### src/rtl/mips_mc_pkg.sv
// mips_mc_pkg: opcodes, strobe encodings, FSM state and instruction decode helpers
package mips_mc_pkg;
  localparam logic [5:0] OP_R = 6'h00, OP_J = 6'h02, OP_JAL = 6'h03, OP_BEQ = 6'h04;
  localparam logic [5:0] OP_ADDIU = 6'h09, OP_ORI = 6'h0D, OP_LUI = 6'h0F, OP_LW = 6'h23, OP_SW = 6'h2B;
  localparam logic [5:0] F_SLL = 6'h00, F_SRL = 6'h02, F_JR = 6'h08, F_ADDU = 6'h21;
  localparam logic [5:0] F_SUBU = 6'h23, F_AND = 6'h24, F_OR = 6'h25, F_SLT = 6'h2A;
  localparam logic [3:0] ALU_ADD = 4'd0, ALU_SUB = 4'd1, ALU_AND = 4'd2, ALU_OR = 4'd3;
  localparam logic [3:0] ALU_SLT = 4'd4, ALU_SLL = 4'd5, ALU_SRL = 4'd6, ALU_LUI = 4'd7;
  localparam logic [1:0] NPC_PC4 = 2'b00, NPC_BR = 2'b01, NPC_J = 2'b10, NPC_JR = 2'b11;
  localparam logic [1:0] EXT_ZERO = 2'b00, EXT_SIGN = 2'b01, EXT_UPPER = 2'b10;
  localparam logic [1:0] REG_RT = 2'b00, REG_RD = 2'b01, REG_R31 = 2'b10;
  localparam logic [1:0] WD_ALU = 2'b00, WD_DR = 2'b01, WD_PC = 2'b10;
  localparam logic [1:0] ERR_NONE = 2'b00, ERR_ILL = 2'b01, ERR_IMEM = 2'b10, ERR_DMEM = 2'b11;
  typedef enum logic [2:0] {S_IF, S_DE, S_EX, S_MEM, S_WB, S_ERR} state_t;
  typedef enum logic [3:0] {C_ILL, C_RALU, C_IALU, C_LW, C_SW, C_BEQ, C_J, C_JAL, C_JR} cls_t;
  function automatic cls_t decode(input logic [5:0] op, input logic [5:0] func);
    case (op)
      OP_R: case (func)
        F_ADDU, F_SUBU, F_AND, F_OR, F_SLT, F_SLL, F_SRL: return C_RALU;
        F_JR: return C_JR;
        default: return C_ILL;
      endcase
      OP_ADDIU, OP_ORI, OP_LUI: return C_IALU;
      OP_LW: return C_LW;
      OP_SW: return C_SW;
      OP_BEQ: return C_BEQ;
      OP_J: return C_J;
      OP_JAL: return C_JAL;
      default: return C_ILL;
    endcase
  endfunction
  function automatic logic [3:0] alu_sel(input logic [5:0] op, input logic [5:0] func);
    case (op)
      OP_R: case (func)
        F_SUBU: return ALU_SUB;
        F_AND: return ALU_AND;
        F_OR: return ALU_OR;
        F_SLT: return ALU_SLT;
        F_SLL: return ALU_SLL;
        F_SRL: return ALU_SRL;
        default: return ALU_ADD;
      endcase
      OP_ORI: return ALU_OR;
      OP_LUI: return ALU_LUI;
      default: return ALU_ADD;
    endcase
  endfunction
endpackage

### src/rtl/mips_mc_ctrl_hs_if.sv
// mips_mc_ctrl_hs_if: instruction/data memory req-ack handshake (master=controller, slave=memory)
interface mips_mc_ctrl_hs_if;
  logic imem_req, imem_ack, dmem_req, dmem_ack, DMWr;
  modport master(output imem_req, dmem_req, DMWr, input imem_ack, dmem_ack);
  modport slave(input imem_req, dmem_req, DMWr, output imem_ack, dmem_ack);
endinterface

### src/rtl/mc_wdog.sv
// mc_wdog: wait-cycle watchdog; i_clr resets, i_en counts, o_exp flags the TIMEOUT-th wait cycle
module mc_wdog #(
  parameter int TIMEOUT = 255,
  parameter int TO_W = 8
) (
  input  logic clk,
  input  logic rst,
  input  logic i_clr,
  input  logic i_en,
  output logic o_exp
);
  localparam logic [TO_W-1:0] LIM = TO_W'(TIMEOUT == 0 ? 0 : TIMEOUT - 1);
  logic [TO_W-1:0] r_cnt;
  always_ff @(posedge clk) begin
    if (rst || i_clr) r_cnt <= '0;
    else if (i_en) r_cnt <= r_cnt + 1'b1;
  end
  assign o_exp = i_en && (TIMEOUT != 0) && (r_cnt == LIM);
endmodule

### src/rtl/mips_mc_ctrl_hs.sv
// mips_mc_ctrl_hs: multicycle MIPS controller with req/ack memories, watchdog, halt state and perf counters
module mips_mc_ctrl_hs
  import mips_mc_pkg::*;
#(
  parameter int TIMEOUT = 255,
  parameter int TO_W = 8,
  parameter int CNT_W = 32
) (
  input  logic             clk,
  input  logic             rst,
  mips_mc_ctrl_hs_if.master mem,
  input  logic [5:0]       Op,
  input  logic [5:0]       Func,
  input  logic             Zero,
  output logic             PCWr,
  output logic             IRWr,
  output logic             RFWr,
  output logic             BSel,
  output logic [3:0]       ALUOp,
  output logic [1:0]       NPCOp,
  output logic [1:0]       ExtSel,
  output logic [1:0]       RegSel,
  output logic [1:0]       WDSel,
  output logic             halted,
  output logic [1:0]       err_code,
  output logic [CNT_W-1:0] cyc_cnt,
  output logic [CNT_W-1:0] instret
);
  state_t r_st, w_nx;
  cls_t w_cls;
  logic w_wait, w_ack, w_exp;
  logic [1:0] r_err;
  assign w_cls = decode(Op, Func);
  assign w_wait = (r_st == S_IF) || (r_st == S_MEM);
  assign w_ack = (r_st == S_IF) ? mem.imem_ack : mem.dmem_ack;
  mc_wdog #(.TIMEOUT(TIMEOUT), .TO_W(TO_W)) u_wdog (
    .clk(clk), .rst(rst), .i_clr(!w_wait || w_ack), .i_en(w_wait), .o_exp(w_exp)
  );
  always_ff @(posedge clk) begin
    if (rst) begin
      r_st <= S_IF;
      r_err <= ERR_NONE;
      cyc_cnt <= '0;
      instret <= '0;
    end else begin
      r_st <= w_nx;
      if (w_nx == S_ERR && r_st != S_ERR)
        r_err <= (r_st == S_DE) ? ERR_ILL : (r_st == S_IF) ? ERR_IMEM : ERR_DMEM;
      if (r_st != S_ERR) cyc_cnt <= cyc_cnt + 1'b1;
      if (r_st != S_IF && w_nx == S_IF) instret <= instret + 1'b1;
    end
  end
  always_comb begin
    w_nx = r_st;
    case (r_st)
      S_IF: w_nx = mem.imem_ack ? S_DE : w_exp ? S_ERR : S_IF;
      S_DE: w_nx = (w_cls == C_ILL) ? S_ERR : (w_cls == C_J || w_cls == C_JAL) ? S_IF : S_EX;
      S_EX: w_nx = (w_cls == C_LW || w_cls == C_SW) ? S_MEM : (w_cls == C_BEQ || w_cls == C_JR) ? S_IF : S_WB;
      S_MEM: w_nx = mem.dmem_ack ? ((w_cls == C_SW) ? S_IF : S_WB) : w_exp ? S_ERR : S_MEM;
      S_WB: w_nx = S_IF;
      S_ERR: w_nx = S_ERR;
      default: w_nx = S_IF;
    endcase
  end
  always_comb begin
    mem.imem_req = 1'b0;
    mem.dmem_req = 1'b0;
    mem.DMWr = 1'b0;
    PCWr = 1'b0;
    IRWr = 1'b0;
    RFWr = 1'b0;
    BSel = 1'b0;
    ALUOp = ALU_ADD;
    NPCOp = NPC_PC4;
    ExtSel = EXT_ZERO;
    RegSel = REG_RT;
    WDSel = WD_ALU;
    if (!rst) begin
      case (r_st)
        S_IF: begin
          mem.imem_req = 1'b1;
          IRWr = mem.imem_ack;
          PCWr = mem.imem_ack;
        end
        S_DE: begin
          PCWr = (w_cls == C_J) || (w_cls == C_JAL);
          NPCOp = PCWr ? NPC_J : NPC_PC4;
          RFWr = (w_cls == C_JAL);
          RegSel = RFWr ? REG_R31 : REG_RT;
          WDSel = RFWr ? WD_PC : WD_ALU;
        end
        S_EX: begin
          ALUOp = (w_cls == C_BEQ) ? ALU_SUB : (w_cls == C_LW || w_cls == C_SW) ? ALU_ADD : alu_sel(Op, Func);
          BSel = (w_cls == C_IALU) || (w_cls == C_LW) || (w_cls == C_SW);
          ExtSel = (w_cls == C_IALU) ? ((Op == OP_ORI) ? EXT_ZERO : (Op == OP_LUI) ? EXT_UPPER : EXT_SIGN)
                 : BSel ? EXT_SIGN : EXT_ZERO;
          PCWr = (w_cls == C_JR) || (w_cls == C_BEQ && Zero);
          NPCOp = (w_cls == C_JR) ? NPC_JR : (w_cls == C_BEQ) ? NPC_BR : NPC_PC4;
        end
        S_MEM: begin
          mem.dmem_req = 1'b1;
          mem.DMWr = (w_cls == C_SW);
        end
        S_WB: begin
          RFWr = 1'b1;
          RegSel = (w_cls == C_RALU) ? REG_RD : REG_RT;
          WDSel = (w_cls == C_LW) ? WD_DR : WD_ALU;
        end
        default: ;
      endcase
    end
  end
  assign halted = (r_st == S_ERR);
  assign err_code = r_err;
endmodule

### src/flat_wrapper.sv
// flat-port wrapper written by rule: the top's interface ports become plain ports
module mips_mc_ctrl_hs_flat import mips_mc_pkg::*;
#(
  parameter int TIMEOUT = 255,
  parameter int TO_W = 8,
  parameter int CNT_W = 32
)
  (clk, rst, Op, Func, Zero, PCWr, IRWr, RFWr, BSel, ALUOp, NPCOp, ExtSel, RegSel, WDSel, halted, err_code, cyc_cnt, instret, mem_imem_req, mem_dmem_req, mem_DMWr, mem_imem_ack, mem_dmem_ack);
  mips_mc_ctrl_hs_if mem_i ();
  input  logic clk;
  input  logic rst;
  input  logic [5:0] Op;
  input  logic [5:0] Func;
  input  logic Zero;
  output logic PCWr;
  output logic IRWr;
  output logic RFWr;
  output logic BSel;
  output logic [3:0] ALUOp;
  output logic [1:0] NPCOp;
  output logic [1:0] ExtSel;
  output logic [1:0] RegSel;
  output logic [1:0] WDSel;
  output logic halted;
  output logic [1:0] err_code;
  output logic [CNT_W-1:0] cyc_cnt;
  output logic [CNT_W-1:0] instret;
  output wire logic [$bits(mem_i.imem_req)-1:0] mem_imem_req;
  output wire logic [$bits(mem_i.dmem_req)-1:0] mem_dmem_req;
  output wire logic [$bits(mem_i.DMWr)-1:0] mem_DMWr;
  input wire logic [$bits(mem_i.imem_ack)-1:0] mem_imem_ack;
  input wire logic [$bits(mem_i.dmem_ack)-1:0] mem_dmem_ack;
  assign mem_imem_req = mem_i.imem_req;
  assign mem_dmem_req = mem_i.dmem_req;
  assign mem_DMWr = mem_i.DMWr;
  assign mem_i.imem_ack = mem_imem_ack;
  assign mem_i.dmem_ack = mem_dmem_ack;
  mips_mc_ctrl_hs #(.TIMEOUT(TIMEOUT), .TO_W(TO_W), .CNT_W(CNT_W)) u_core (.clk(clk), .rst(rst), .mem(mem_i), .Op(Op), .Func(Func), .Zero(Zero), .PCWr(PCWr), .IRWr(IRWr), .RFWr(RFWr), .BSel(BSel), .ALUOp(ALUOp), .NPCOp(NPCOp), .ExtSel(ExtSel), .RegSel(RegSel), .WDSel(WDSel), .halted(halted), .err_code(err_code), .cyc_cnt(cyc_cnt), .instret(instret));
endmodule
### config.mk
export PLATFORM = sky130hd
export DESIGN_NAME = mips_mc_ctrl_hs_flat
export DESIGN_NICKNAME = d
export VERILOG_FILES = /design/src/rtl/mips_mc_pkg.sv /design/src/rtl/mips_mc_ctrl_hs_if.sv /design/src/rtl/mc_wdog.sv /design/src/rtl/mips_mc_ctrl_hs.sv /design/src/flat_wrapper.sv
export SDC_FILE = /design/constraint.sdc
export NUM_CORES = 1
export LEC_CHECK = 0
export BUFFER_PORTS_ARGS = -buffer_cell sky130_fd_sc_hd__buf_2
export CAP_MARGIN = 20
export CORE_MARGIN = 2
export CORE_UTILIZATION = 54
export CTS_CLUSTER_SIZE = 8
export DETAILED_ROUTE_END_ITERATION = 10
export PLACE_DENSITY = 0.81
export SKIP_LAST_GASP = 1
export SYNTH_ARGS = -nofsm -noshare
export SYNTH_HDL_FRONTEND = slang
export SYNTH_SLANG_ARGS = --single-unit
### constraint.sdc
create_clock -name clk -period 3.3 [get_ports clk]
set_clock_uncertainty 0.05 [all_clocks]
set_input_delay 0.495 -clock clk [delete_from_list [all_inputs] [get_ports clk]]
set_output_delay 0.495 -clock clk [all_outputs]
set_load 0.03 [all_outputs]
# --- After elaboration in Yosys (flattened, before gate mapping) ---
# Cells that the tools add are included.
word_totals:
  register_bits: 77
  inputBits: 17
  wordCells: 114
op_classes:
  add_sub_neg: 3
  n_eq_ne: 31
  mux: 53
  reduce_logical: 22
op_table:
  columns: ["op", "count"]
  rows:
  - ["$add A32 B1 Y32 const B", 2]
  - ["$eq A6 B6 Y1 const B", 7]
  - ["$pmux W4 S7", 1]
  - ["$mux W3", 9]
  - ["$mux W2", 13]
  - ["$eq A6 B4 Y1 const B", 4]
  - ["$eq A6 B2 Y1 const B", 3]
  - ["$mux W1", 18]
  - ["$pmux W3 S6", 1]
  - ["$eq A4 B3 Y1 const B", 4]
  - ["$pmux W3 S5", 1]
  - ["$logic_not A6 Y1", 2]
  - ["$mux W4", 3]
  - ["$pmux W2 S2", 3]
  - ["$eq A3 B3 Y1 const B", 3]
  - ["$logic_or A1 B1 Y1", 9]
  - ["$pmux W3 S3", 1]
  - ["$add A8 B1 Y8 const B", 1]
  - ["$eq A4 B2 Y1 const B", 2]
  - ["$eq A8 B8 Y1 const B", 1]
  - ["$pmux W4 S2", 1]
  - ["$reduce_or A7 Y1", 1]
  - ["$eq A3 B2 Y1 const B", 2]
  - ["$eq A6 B3 Y1 const B", 1]
  - ["other kinds (12)", 16]

# --- Logic depth before layout (Yosys ltp) ---
# Gate-level depths: netlist (run 1).
logic_depth:
  ltp_word: 11
  mapped_depth: 10
  mapped_depth_nobuf: 9

# --- Cells and area by module ---
# Synthesis (run 1) repeated with hierarchy kept, for this count alone.
unflattened:
  cells_unflattened: 541
  area_unflattened_um2: 4264.1
by_module_without_submodules:
  columns: ["mod", "instances", "cells_each", "area_per_inst_um2", "seq_area_each_um2"]
  rows:
  - ["mips_mc_ctrl_hs", 1, 499, 3895.0, 1381.3]
  - ["mc_wdog", 1, 42, 369.1, 160.2]

# --- Worst setup path before layout (run 1) ---
# No wires, ideal clock.
synth_path:
  path_type: "flip-flop to output port"
  start: "register u_core.r_st[2]"
  end: "output WDSel[0]"
  t_arrival_ps: 2161
  path_slack_ps: 594
  path_stages_with_launch: 6
  path_buffers: 2
  path_cell_list: "dfxtp_1 -> buf_2 -> clkbuf_1 -> inv_1 -> or3_1 -> nor4_1"
synth_via:
  elab_chain_len: 3
synth_lines:
  columns: ["element", "line_no", "source"]
  rows:
  - ["start: declaration", "mips_mc_ctrl_hs.sv:29", "state_t r_st, w_nx;"]
  - ["start signal: assignment", "mips_mc_ctrl_hs.sv:46", "r_st <= w_nx;"]
  - ["$eq A3 B3 Y1 or $eq A3 B1 Y1 (tied branches)", "mips_mc_ctrl_hs.sv:79", "case (r_st)"]
  - ["$pmux W2 S2 *", "mips_mc_ctrl_hs.sv:79", null]
  - ["$mux W2 *", "mips_mc_ctrl_hs.sv:78", "if (!rst) begin"]
  - ["end: declaration", "flat_wrapper.sv:23", "output logic [1:0] WDSel;"]
# Every way passes the cells marked *; elsewhere a longest branch is shown, timed or not.

# --- Final worst setup path (run 1) ---
layout_path:
  start: "register u_core.r_st[1]"
  end: "register u_core.instret[21]"
layout_via:
  elab_chain_len: 8
layout_lines:
  columns: ["element", "line_no", "source"]
  rows:
  - ["$eq A3 B2 Y1 or $logic_not A3 Y1 (tied branches)", "mips_mc_ctrl_hs.sv:34, mips_mc_ctrl_hs.sv:55", null]
  - ["$logic_or A1 B1 Y1", "mips_mc_ctrl_hs.sv:34", "assign w_wait = (r_st == S_IF) || (r_st == S_MEM);"]
  - ["$logic_and A1 B1 Y1", "mc_wdog.sv:18", "assign o_exp = i_en && (TIMEOUT != 0) && (r_cnt == LIM);"]
  - ["$mux W3 (on tied branches) (2 in series)", "mips_mc_ctrl_hs.sv:56, mips_mc_ctrl_hs.sv:59", null]
  - ["$pmux W3 S5", "mips_mc_ctrl_hs.sv:55", "case (r_st)"]
  - ["$logic_not A3 Y1", "mips_mc_ctrl_hs.sv:50", "if (r_st != S_IF && w_nx == S_IF) instret <= instret + 1'b1;"]
  - ["$logic_and A1 B1 Y1 *", "mips_mc_ctrl_hs.sv:50", null]
  - ["end signal: assignment", "mips_mc_ctrl_hs.sv:50", null]
  - ["end: declaration", "mips_mc_ctrl_hs.sv:27", "output logic [CNT_W-1:0] instret"]
# Marked as above.
# A chain may end at the register's enable or synchronous reset.

==> summary.md, run 1 <==
| Metric | Value |
|---|---|
| Status | complete, no violations |
| Initial Util | 0.554 |
| Reg2Reg Depth | 7 |
| Met2 WL post-DR | 5110 µm |
| Hold Crit Class | primary input to flip-flop |
| Fill cell count | 684 |
| Reg-to-reg slack, setup | 570 ps |
| Final Cycle Share | 0.827 |
| First-pass GRT wire length | 17300 µm |
| Share of layout cells above drive strength 1 | 0.225 |
| Netlist cell types | 62 |
| Final setup margin | 572 ps |
| Die extent in x | 92.6 µm |
| Vias in the first global route | 3898 |
| WL final | 10200 µm |
| IO Port Bufs | 101 |
| Detail Placement HPWL | 7450 µm |
| CTS Sinks | 77 |
| Nature of the critical path startpoint | flip-flop |
| Post-Syn Nets | 558 |
| Power Dens Cells | 398 mW/mm² |
| Maximum root-to-sink buffer count | 2 |
| Metal3 WL | 476 µm |
| Clock Tree Root | clkbuf_8 |
| CP max FO | 16 |
| Critical path data arrival time | 2950 ps |
| Antenna diodes | 0 |
| Synth async-reset ratio | 0 |
| Routability cong. | 0.984 |
| Number of detailed-route iterations in the first pass | 4 |
| Minimum clock period | 2730 ps |
| Chip height | 92.6 µm |
| Vias | 4255 |
| Layout net count | 651 |
| Fin. Hold Viols | 0 |
| Worst-path clk slew | 80 ps |
| Crit-path cells | or3_1 -> a2111oi_2 -> o31ai_2 -> o21a_2 -> nand4_1 -> or4_1 -> a21oi_1 |
| DR iter-0 viols | 224 |
| Primary FF master, synth | dfxtp_1 |
| Max_slew headroom | 0.552 |
| Gr usage total | 0.241 |
| Die area | 0.00857 mm² |
| Mapped Cells | 537 |
| Area Overhead vs Synth | 18.0% |
| IO Count | 103 |
| Skew-Pair Late Insertion Delay | 330 ps |
| CP Class | flip-flop to flip-flop |
| Largest net degree at the start of global routing | 51 |
| Commonest non-fill, non-tap cell in the layout | buf_2 |
| CTS Buf Count | 9 |
| Post-CTS setup buffer count | 0 |
| Row Count | 32 |
| Number of synthesized register bits | 77 |
| CTS H-tree depth | 3 |
| Initial antenna violation count | 0 |
| Final setup violation count | 0 |
| RSZ-0062 raised after global routing | false |
| Post-synth EDFFs | 0 |
| YS warnings | 0 |
| CTS tree | built |
| Leak Pwr | 2.01 nW |
| WHS Path Cells | 2 |
| Setup crit end kind | flip-flop |
| Commonest non-fill, non-tap cells in the layout | buf_2 (101), dfxtp_1 (77), nor2_1 (71) |
| Slew Viols, Final | 0 |
| CP Data Required Time | 3520 ps |
| Worst Tran Pin Value | 671 ps |
| Max-cap violations | 0 |
| DR DRC count | 0 |
| Final core utilization | 0.654 |
| Post-CTS Resized | 0 |
| Detail Route Antenna Nets | 0 |
| # hold bufs at CTS | 0 |
| Max layer used | met4 |
| Wire per inst | 13.8 µm |
| Met1 WL | 4450 µm |
| Core Region | 0.00765 mm² |
| Fmax | 367 MHz |
| Post-Syn Area | 0.00424 mm² |
| Sequential area share after synthesis | 0.364 |
| Peak supply drop | 0.449 mV |
| Vias per cell | 5.77 |
| Worst path max stage delay | 610 ps |
| Pre-CTS setup slack | 438 ps |
| CP max-delay cell | dfxtp_1 |
| Setup TNS | 0 ps |
| Mapped Avg Cell Area | 7.89 µm² |
| Gr ovfl total | 0 |
-- sequential cells by signal (all words and copies together), names as in the netlist --
name	count
u_core.r_st	3
u_core.cyc_cnt	32
u_core.u_wdog.r_cnt	8
u_core.instret	32
u_core.err_code	2
-- area by class of cell --
type	count	area [µm²]	area share
Timing Repair Buffer	108	558	0.112
Inverter	15	56.3	0.0113
Sequential cell	77	1540	0.308
Clock inverter	5	57.6	0.0115
Clock buffer	11	151	0.0303
Multi-Input combinational cell	419	2510	0.501
Tap cell	102	128	0.0255
-- synth_stat cells, types with 4 or more instances --
library cell | instances | area share
a31oi_1 | 4 | 0.0059
a21oi_1 | 39 | 0.046
clkbuf_1 | 15 | 0.013
inv_1 | 15 | 0.013
xnor2_1 | 11 | 0.023
or4_1 | 7 | 0.012
nand2b_1 | 6 | 0.0089
dfxtp_1 | 77 | 0.36
and3_1 | 4 | 0.0059
o31ai_1 | 7 | 0.012
ha_1 | 4 | 0.012
and2_1 | 6 | 0.0089
xor2_1 | 26 | 0.054
nor3_1 | 16 | 0.019
nor4_1 | 8 | 0.012
or3_1 | 24 | 0.035
nand4_1 | 24 | 0.035
o21ai_0 | 30 | 0.035
nand3b_1 | 6 | 0.011
nor2_1 | 71 | 0.063
nand4b_1 | 4 | 0.0083
nand3_1 | 24 | 0.028
nand2_1 | 40 | 0.035
and4_1 | 9 | 0.019
nor2b_1 | 5 | 0.0074
-- cell families after synthesis --
group                      Yosys count  synth area share
and+or+nand+nor                    266             0.334
AOI/OAI and AO/OA                  106             0.156
DFF                                 77             0.364
buffers and inverters               41            0.0446
xor gates and xnor gates            37            0.0765
muxes                                5            0.0127
adders and majority gates            4            0.0118
other                                1          0.000885
-- where the power goes --
group / internal [mW] / total, mW / leakage (nW) / switching (mW)
registers: 0.947 / 0.981 / 0.621 / 0.0337
logic: 0.0976 / 0.281 / 1.28 / 0.183
clock network: 0.392 / 0.729 / 0.110 / 0.337
-- through the flow --
stage          hold slack [ps]  std cells  cell area [µm²]  power (mW)
2_1_floorplan              409        537             4240        1.21
3_3_place_gp               418        721             4790        1.27
3_5_place_dp               426        721             4790        1.28
4_1_cts                    397        737             5000        2.01
5_1_grt                    403        737             5000        2.08
6_report                   407        737             5000        1.99
-- worst paths after layout --
| path | start | endpoint |
|---|---|---|
| max | u_core.r_st[1] | u_core.instret[21] |
| min | rst | u_core.err_code[0] |
| max reg2reg | u_core.r_st[1] | u_core.instret[21] |
| min reg2reg | u_core.cyc_cnt[31] | u_core.cyc_cnt[31] |
-- worst max-delay path: cells and delay by family (launching register included) --
family,cells,cell delay (ps)
flip-flops,1,610
AO/OA/AOI/OAI,4,870
AND/OR/NAND/NOR,3,1130
-- metal layers --
layer / vias up / track usage
li1: 2133 / -
met4: 0 / 0.0622
met1: 2009 / 0.307
met5: - / 0
met2: 101 / 0.411
met3: 12 / 0.0553
Note: power is estimated with default switching activity, not from simulation.
==> run 2, diff against run 1 <==
clock period = 2.6 ns   (was 3.3 ns; I/O delays follow)
==> run 2 against run 1 <==
Effect of this change:
- power is 26% higher
- global-route usage is 2.0 points higher
- design area is 5.9% higher
- final cell count is 5.3% higher
- clock power is 14% higher
- register-to-register slack worse by 460 ps
- die area stayed put
- routed wire length is 9.7% higher
==> summary.md, run 2 (synthesis gave the netlist of run 1 again) <==
| Metric | Value |
|---|---|
| Status | complete, no violations |
| Row Count | 32 (unchanged) |
| Comb power frac | 0.173 (+0.032) |
| DR iter-0 viols | 198 (-12%) |
| CTS Buf Count | 9 (unchanged) |
| Reg-to-Reg End | u_core.instret[24] |
| Clock Tree Root | clkbuf_8 |
| Final setup violation count | 0 (unchanged) |
| Hold Crit Class | primary input to flip-flop |
| Area Overhead vs Synth | 24.9% |
| First-pass GRT wire length | 18500 µm (+7.3%) |
| Minimum clock period | 2490 ps (-241 ps) |
| Leak Pwr | 2.20 nW (+9.4%) |
| Seq pwr share | 0.495 (+0.002) |
| Number of detailed-route iterations in the first pass | 4 (unchanged) |
| CTS H-tree depth | 3 (unchanged) |
| IO Count | 103 (unchanged) |
| Reg2Reg Depth | 9 (+2) |
| Nature of the critical path startpoint | flip-flop |
| DP Cell Count | 760 (+5.4%) |
| Max_slew headroom | 0.527 (-0.0248) |
| Worst r2r src | u_core.u_wdog.r_cnt[0] |
| # hold bufs at CTS | 0 (unchanged) |
| Detail Placement HPWL | 8360 µm (+12%) |
| Vias per cell | 5.72 (-0.87%) |
| Share of layout cells above drive strength 1 | 0.279 (+0.0537) |
| Clock Power Share | 0.333 (-0.033) |
| Die extent in x | 92.6 µm (unchanged) |
| Post-CTS setup buffer count | 0 (unchanged) |
| Hold Path End | u_core.r_st[0] |
| Final Cycle Share | 0.957 (+0.130) |
| Final setup margin | 113 ps (-459 ps) |
| RSZ-0062 raised after global routing | true |
| Vias in the first global route | 4184 (+7.3%) |
| Routability cong. | 0.894 (-9.2%) |
| Largest net degree at the start of global routing | 72 (+41%) |
| Largest registers | u_core.cyc_cnt (32), u_core.instret (32), u_core.u_wdog.r_cnt (8) |
| Reg-to-reg slack, setup | 110 ps (-460 ps) |
| Peak supply drop | 0.426 mV (-5.2%) |
| CP Class | flip-flop to flip-flop |
| Switching power | 0.727 mW (+31%) |
| CTS Sinks | 77 (unchanged) |
| WHS Path Cells | 2 (unchanged) |
| Max-cap violations | 0 (unchanged) |
| Detail Route Antenna Nets | 0 (unchanged) |
| Fmax | 402 MHz (+9.7%) |
| Initial antenna violation count | 0 (unchanged) |
| WL final | 11100 µm (+9.7%) |
| Post-CTS Resized | 0 (unchanged) |
| Core Region | 0.00765 mm² (unchanged) |
| Chip height | 92.6 µm (unchanged) |
| Initial Util | 0.554 (unchanged) |
| Maximum root-to-sink buffer count | 2 (unchanged) |
| Slew Viols, Final | 0 (unchanged) |
| Layout net count | 690 (+6.0%) |
| DR DRC count | 0 (unchanged) |
| Skew-Pair Late Insertion Delay | 340 ps (about the same) |
| Setup crit end kind | flip-flop |
| Fin. Hold Viols | 0 (unchanged) |
| Pre-CTS setup slack | -118 ps (-557 ps) |
| Post-route cell area | 0.00529 mm² (+5.9%) |
| Final core utilization | 0.692 (+0.0384) |
| Antenna diodes | 0 (unchanged) |
| Hold path startpoint | rst |
| CP Data Required Time | 2810 ps (-710 ps) |
| Worst-path clk slew | 70 ps (about the same) |
| Die area | 0.00857 mm² (unchanged) |
| Post-Place Cell Area | 0.00510 mm² (+6.5%) |
| Vias | 4441 (+4.4%) |
| Commonest non-fill, non-tap cells in the layout | buf_2 (101), dfxtp_1 (73), nor2_1 (70) |
| Wire per inst | 14.4 µm (+4.1%) |
| Power Dens Cells | 473 mW/mm² (+19%) |
| CP max FO | 11 (-5) |
| Setup TNS | 0 ps (unchanged) |
| Final Instance Count excl. Fillers | 776 (+5.3%) |
| Gr ovfl total | 0 (unchanged) |
| Gr usage total | 0.261 (+0.0201) |
| IO Port Bufs | 101 (unchanged) |
| Cell Int Power | 1.78 mW (+24%) |
| Worst Tran Pin Value | 709 ps (+38.1 ps) |
| CTS tree | built |
| Critical path data arrival time | 2700 ps (-250 ps) |
| Commonest non-fill, non-tap cell in the layout | buf_2 |
| Sw Share | 0.291 (+0.0124) |
## run 2: cell count changes in the layout (fill, tap and decap cells not counted)
cell / change
nor2_1: -1
nor4_1: -1
buf_12: +1
buf_4: +38
bufinv_16: -1
nor4_2: +1
nor2_2: +1
dfxtp_1: -4
clkinv_2: +1
dfxtp_2: +4
## run 2: worst max-delay path, cell delays in order (launching register included)
cell and delay (ps):
dfxtp_2 360, inv_1 50, ha_1 200, nand3_1 130, a2111oi_2 80, o31ai_2 300, o21ai_2 100, or4_4 560
or4_1 430, a21oi_1 150
## run 2: layout make-up
type,instances,area (µm²)
multi-input combinational,419,2510
sequential,77,1550
tap,102,128
timing repair buffer,147,863
fill,660,2350
clock buffer,11,151
inverter,15,56.3
clock inverter,5,32.5
## run 2: how the worst max path moves through the flow
stage | from | depth (start not counted) | slack, ps | endpoint
2_1_floorplan | Func[5] | 9 | 40 | u_core.instret[16]
3_3_place_gp | Func[0] | 8 | -40 | u_core.instret[24]
3_5_place_dp | Func[0] | 8 | -120 | u_core.instret[24]
4_1_cts | u_core.u_wdog.r_cnt[0] | 9 | 30 | u_core.instret[24]
5_1_grt | u_core.u_wdog.r_cnt[0] | 9 | -40 | u_core.instret[24]
6_report | u_core.u_wdog.r_cnt[0] | 9 | 110 | u_core.instret[24]
## run 2: metrics by stage
stage,total power [mW],hold WS (ps)
detailed placement,1.69,430
finish,2.50,337
global route,2.61,343
global placement,1.68,417
CTS,2.51,317
floorplan,1.53,409
## run 2: metal layers
metal | track usage | wire (µm) | vias to the layer above
li1 | - | - | 2204
met1 | 0.316 | 4740 | 2115
met2 | 0.464 | 5790 | 110
met3 | 0.0578 | 502 | 12
met4 | 0.0721 | 113 | 0
met5 | 0 | 0 | -
## run 2: power by group through the flow
stage	Combinational [mW]	Clock [mW]	Sequential [mW]
4_1_cts	0.428	0.850	1.24
2_1_floorplan	0.258	0	1.27
6_report	0.432	0.833	1.24
3_5_place_dp	0.428	0	1.26
3_3_place_gp	0.416	0	1.26
5_1_grt	0.471	0.892	1.24
==> run 3, diff against run 2 <==
ABC_AREA = 1   (was default)
CORE_UTILIZATION = 55   (was 54)
==> run 3 against run 2 <==
Effect of this change:
- via count grew 17%
- highest routed layer unchanged
- clock-buffer cell count rose by 1
- setup slack improved by 30 ps
- routed wire length increased by 9.9%
- design area is 5.1% higher
- critical endpoint is now ALUOp[0]
- maximum frequency grew 1.2%
- sequential power hardly changed
- sequential share of layout area down 1.5 points
- die area up 9.9%
- synthesized area up 12%
==> summary.md, run 3 <==
| Metric | Value |
|---|---|
| Cell mode on critical path | inv_1 |
| RSZ-0062 raised after global routing | false |
| Area Overhead vs Synth | 16.9% |
| Share of layout cells above drive strength 1 | 0.178 (-0.101) |
| WHS Path Cells | 2 (unchanged) |
| CP max-delay cell | dfxtp_1 |
| DR iter-0 viols | 313 (+58%) |
| Row Count | 33 (+3.1%) |
| Worst hold slack | 323 ps (-13.7 ps) |
| Chip height | 97.0 µm (+4.8%) |
| Power Dens Cells | 474 mW/mm² (+0.31%) |
| Vias in the first global route | 4805 (+15%) |
| Worst path max stage delay | 430 ps (-130 ps) |
| Post-CTS setup buffer count | 0 (unchanged) |
| Detail Route Antenna Nets | 0 (unchanged) |
| Worst-path clk slew | 70 ps (about the same) |
| Leak Pwr | 2.66 nW (+21%) |
| Primary FF master, synth | dfxtp_1 |
| Detail Placement HPWL | 9100 µm (+8.9%) |
| Clock Tree Root | clkbuf_8 |
| Vias per cell | 5.33 (-6.9%) |
| Die extent in x | 97.0 µm (+4.8%) |
| CP max FO | 6 (-5) |
| Number of detailed-route iterations in the first pass | 4 (unchanged) |
| WL final | 12200 µm (+9.9%) |
| Status | complete, no violations |
| Count leader, synth | nand2_1 |
| CTS H-tree depth | 3 (unchanged) |
| CTS Sinks | 77 (unchanged) |
| DR DRC count | 0 (unchanged) |
| Mapped Avg Cell Area | 6.19 µm² (-22%) |
| CP Class | flip-flop to output port |
| # hold bufs at CTS | 0 (unchanged) |
| Largest registers | u_core.cyc_cnt (32), u_core.instret (32), u_core.u_wdog.r_cnt (8) |
| Commonest non-fill, non-tap cells in the layout | nand2_1 (152), inv_1 (141), nor2_1 (110) |
| Sequential area share after synthesis | 0.324 (-0.0401) |
| Minimum clock period | 2460 ps (-30.3 ps) |
| Initial Util | 0.574 (+0.0197) |
| Die area | 0.00942 mm² (+9.9%) |
| CP Data Required Time | 2160 ps (-650 ps) |
| Setup crit end kind | output port |
| Vias | 5199 (+17%) |
| Setup TNS | 0 ps (unchanged) |
| Synth top area cells | dfxtp_1 (32%), nand2_1 (12%), inv_1 (11%) |
| Top-area cell type share of the netlist area | 0.324 (-0.0401) |
| Gr usage total | 0.258 (-0.00260) |
| Reg-to-reg slack, setup | 270 ps (+160 ps) |
| Mapped Cells | 769 (+43%) |
| Final Cycle Share | 0.945 (-0.0117) |
| Hold path startpoint | rst |
| CP top delay family | simple AND/OR/NAND/NOR gates |
| Top cells by count, synth | nand2_1 (152), inv_1 (141), nor2_1 (110) |
| Pre-CTS setup slack | 106 ps (+224 ps) |
| Crit-path cells | inv_1 -> nor3_1 -> inv_1 -> nor2_1 -> inv_1 -> a21oi_1 -> buf_2 |
| Layout net count | 887 (+29%) |
| Worst r2r src | u_core.r_st[1] |
| Fill cell count | 768 (+16%) |
| Core Region | 0.00830 mm² (+8.5%) |
| CTS Buf Count | 9 (unchanged) |
| Number of synthesized register bits | 77 (unchanged) |
| Routability cong. | 0.998 (+12%) |
| Antenna diodes | 0 (unchanged) |
| Hold Path End | u_core.err_code[0] |
| Worst Tran Pin Value | 605 ps (-105 ps) |
| Post-Syn Nets | 790 (+42%) |
| Buf/Inv on CP | 4 (+3) |
| Peak supply drop | 0.329 mV (-23%) |
| Post-Syn Area | 0.00476 mm² (+12%) |
| Skew-Pair Late Insertion Delay | 360 ps (+20 ps) |
| Gr ovfl total | 0 (unchanged) |
| Final setup violation count | 0 (unchanged) |
| Post-synth EDFFs | 0 (unchanged) |
| Netlist cell types | 35 (-44%) |
| Commonest non-fill, non-tap cell in the layout | nand2_1 |
| Maximum root-to-sink buffer count | 2 (unchanged) |
| Final setup margin | 143 ps (+30.3 ps) |
| Initial antenna violation count | 0 (unchanged) |
| CTS tree | built |
| Yosys top cell by area | dfxtp_1 |
| Reg2Reg Depth | 14 (+5) |
| Fin. Hold Viols | 0 (unchanged) |
| Wire per inst | 12.5 µm (-13%) |
| Synth async-reset ratio | 0 (unchanged) |
| IO Count | 103 (unchanged) |
| YS warnings | 0 (unchanged) |
| Reg-to-Reg End | u_core.instret[31] |
| Fmax | 407 MHz (+1.2%) |
| Max-cap violations | 0 (unchanged) |
| Nature of the critical path startpoint | flip-flop |
| Slew Viols, Final | 0 (unchanged) |
| Critical path data arrival time | 2020 ps (-680 ps) |
| IO Port Bufs | 101 (unchanged) |
| Hold Crit Class | primary input to flip-flop |
| CP Launch Point | u_core.r_st[1] |
| Max_slew headroom | 0.593 (+0.0660) |
| First-pass GRT wire length | 20800 µm (+12%) |
| Largest net degree at the start of global routing | 51 (-29%) |
==> run 3: what timing repair did <==
item                                   CTS  global route
setup endpoints to repair                0             1
resized for setup                        0             1
endpoints found under the hold margin    0             0
==> run 3: stage by stage <==
| stage | instances | power, mW | util | cell area (µm²) |
|---|---|---|---|---|
| final | 976 | 2.64 | 0.670 | 5560 |
| after global placement | 960 | 1.75 | 0.646 | 5370 |
| after detailed placement | 960 | 1.77 | 0.646 | 5370 |
| after CTS | 976 | 2.64 | 0.670 | 5560 |
| after global routing | 976 | 2.75 | 0.670 | 5560 |
| after floorplan | 769 | 1.63 | - | 4760 |
==> run 3: cell type report <==
type / instances / area (µm²) / area share
multi-input cells: 516 / 2530 / 0.454
flip-flops and latches: 77 / 1540 / 0.277
repair buffers: 109 / 594 / 0.107
inverters: 153 / 574 / 0.103
clock buffers: 12 / 165 / 0.0297
well taps: 105 / 131 / 0.0236
clock inverters: 4 / 30.0 / 0.00540
==> run 3: cells by family (layout without fill, tap and decap cells) <==
logic type / after synthesis / after routing / share of synthesized area
AOI/OAI and AO/OA: 67 / 67 / 0.0788
DFF: 77 / 77 / 0.324
adders and majority gates: 4 / 4 / 0.0105
xor gates and xnor gates: 10 / 10 / 0.0184
and+or+nand+nor: 434 / 434 / 0.422
other: 1 / 1 / 0.000788
buffers and inverters: 176 / 278 / 0.145
==> run 3: how the worst max path moves through the flow <==
stage	slack, ps	end	cells after the start
after global placement	250	u_core.instret[16]	15
after CTS	180	ALUOp[0]	7
final	140	ALUOp[0]	7
after global routing	4	ALUOp[0]	7
after detailed placement	110	u_core.instret[28]	13
after floorplan	170	RegSel[0]	9
==> run 3: per-layer routing <==
metal	vias to the layer above	track usage	part of all wire
li1	2663	-	-
met1	2365	0.325	0.44
met2	146	0.448	0.48
met3	25	0.0491	0.061
met4	0	0.0780	0.018
met5	-	0	0
==> run 3: where the power goes <==
part	internal (mW)	switching, mW	leakage, nW
registers	1.21	0.0298	0.622
logic	0.148	0.368	1.94
clock network	0.428	0.460	0.0990
total	1.78	0.857	2.66
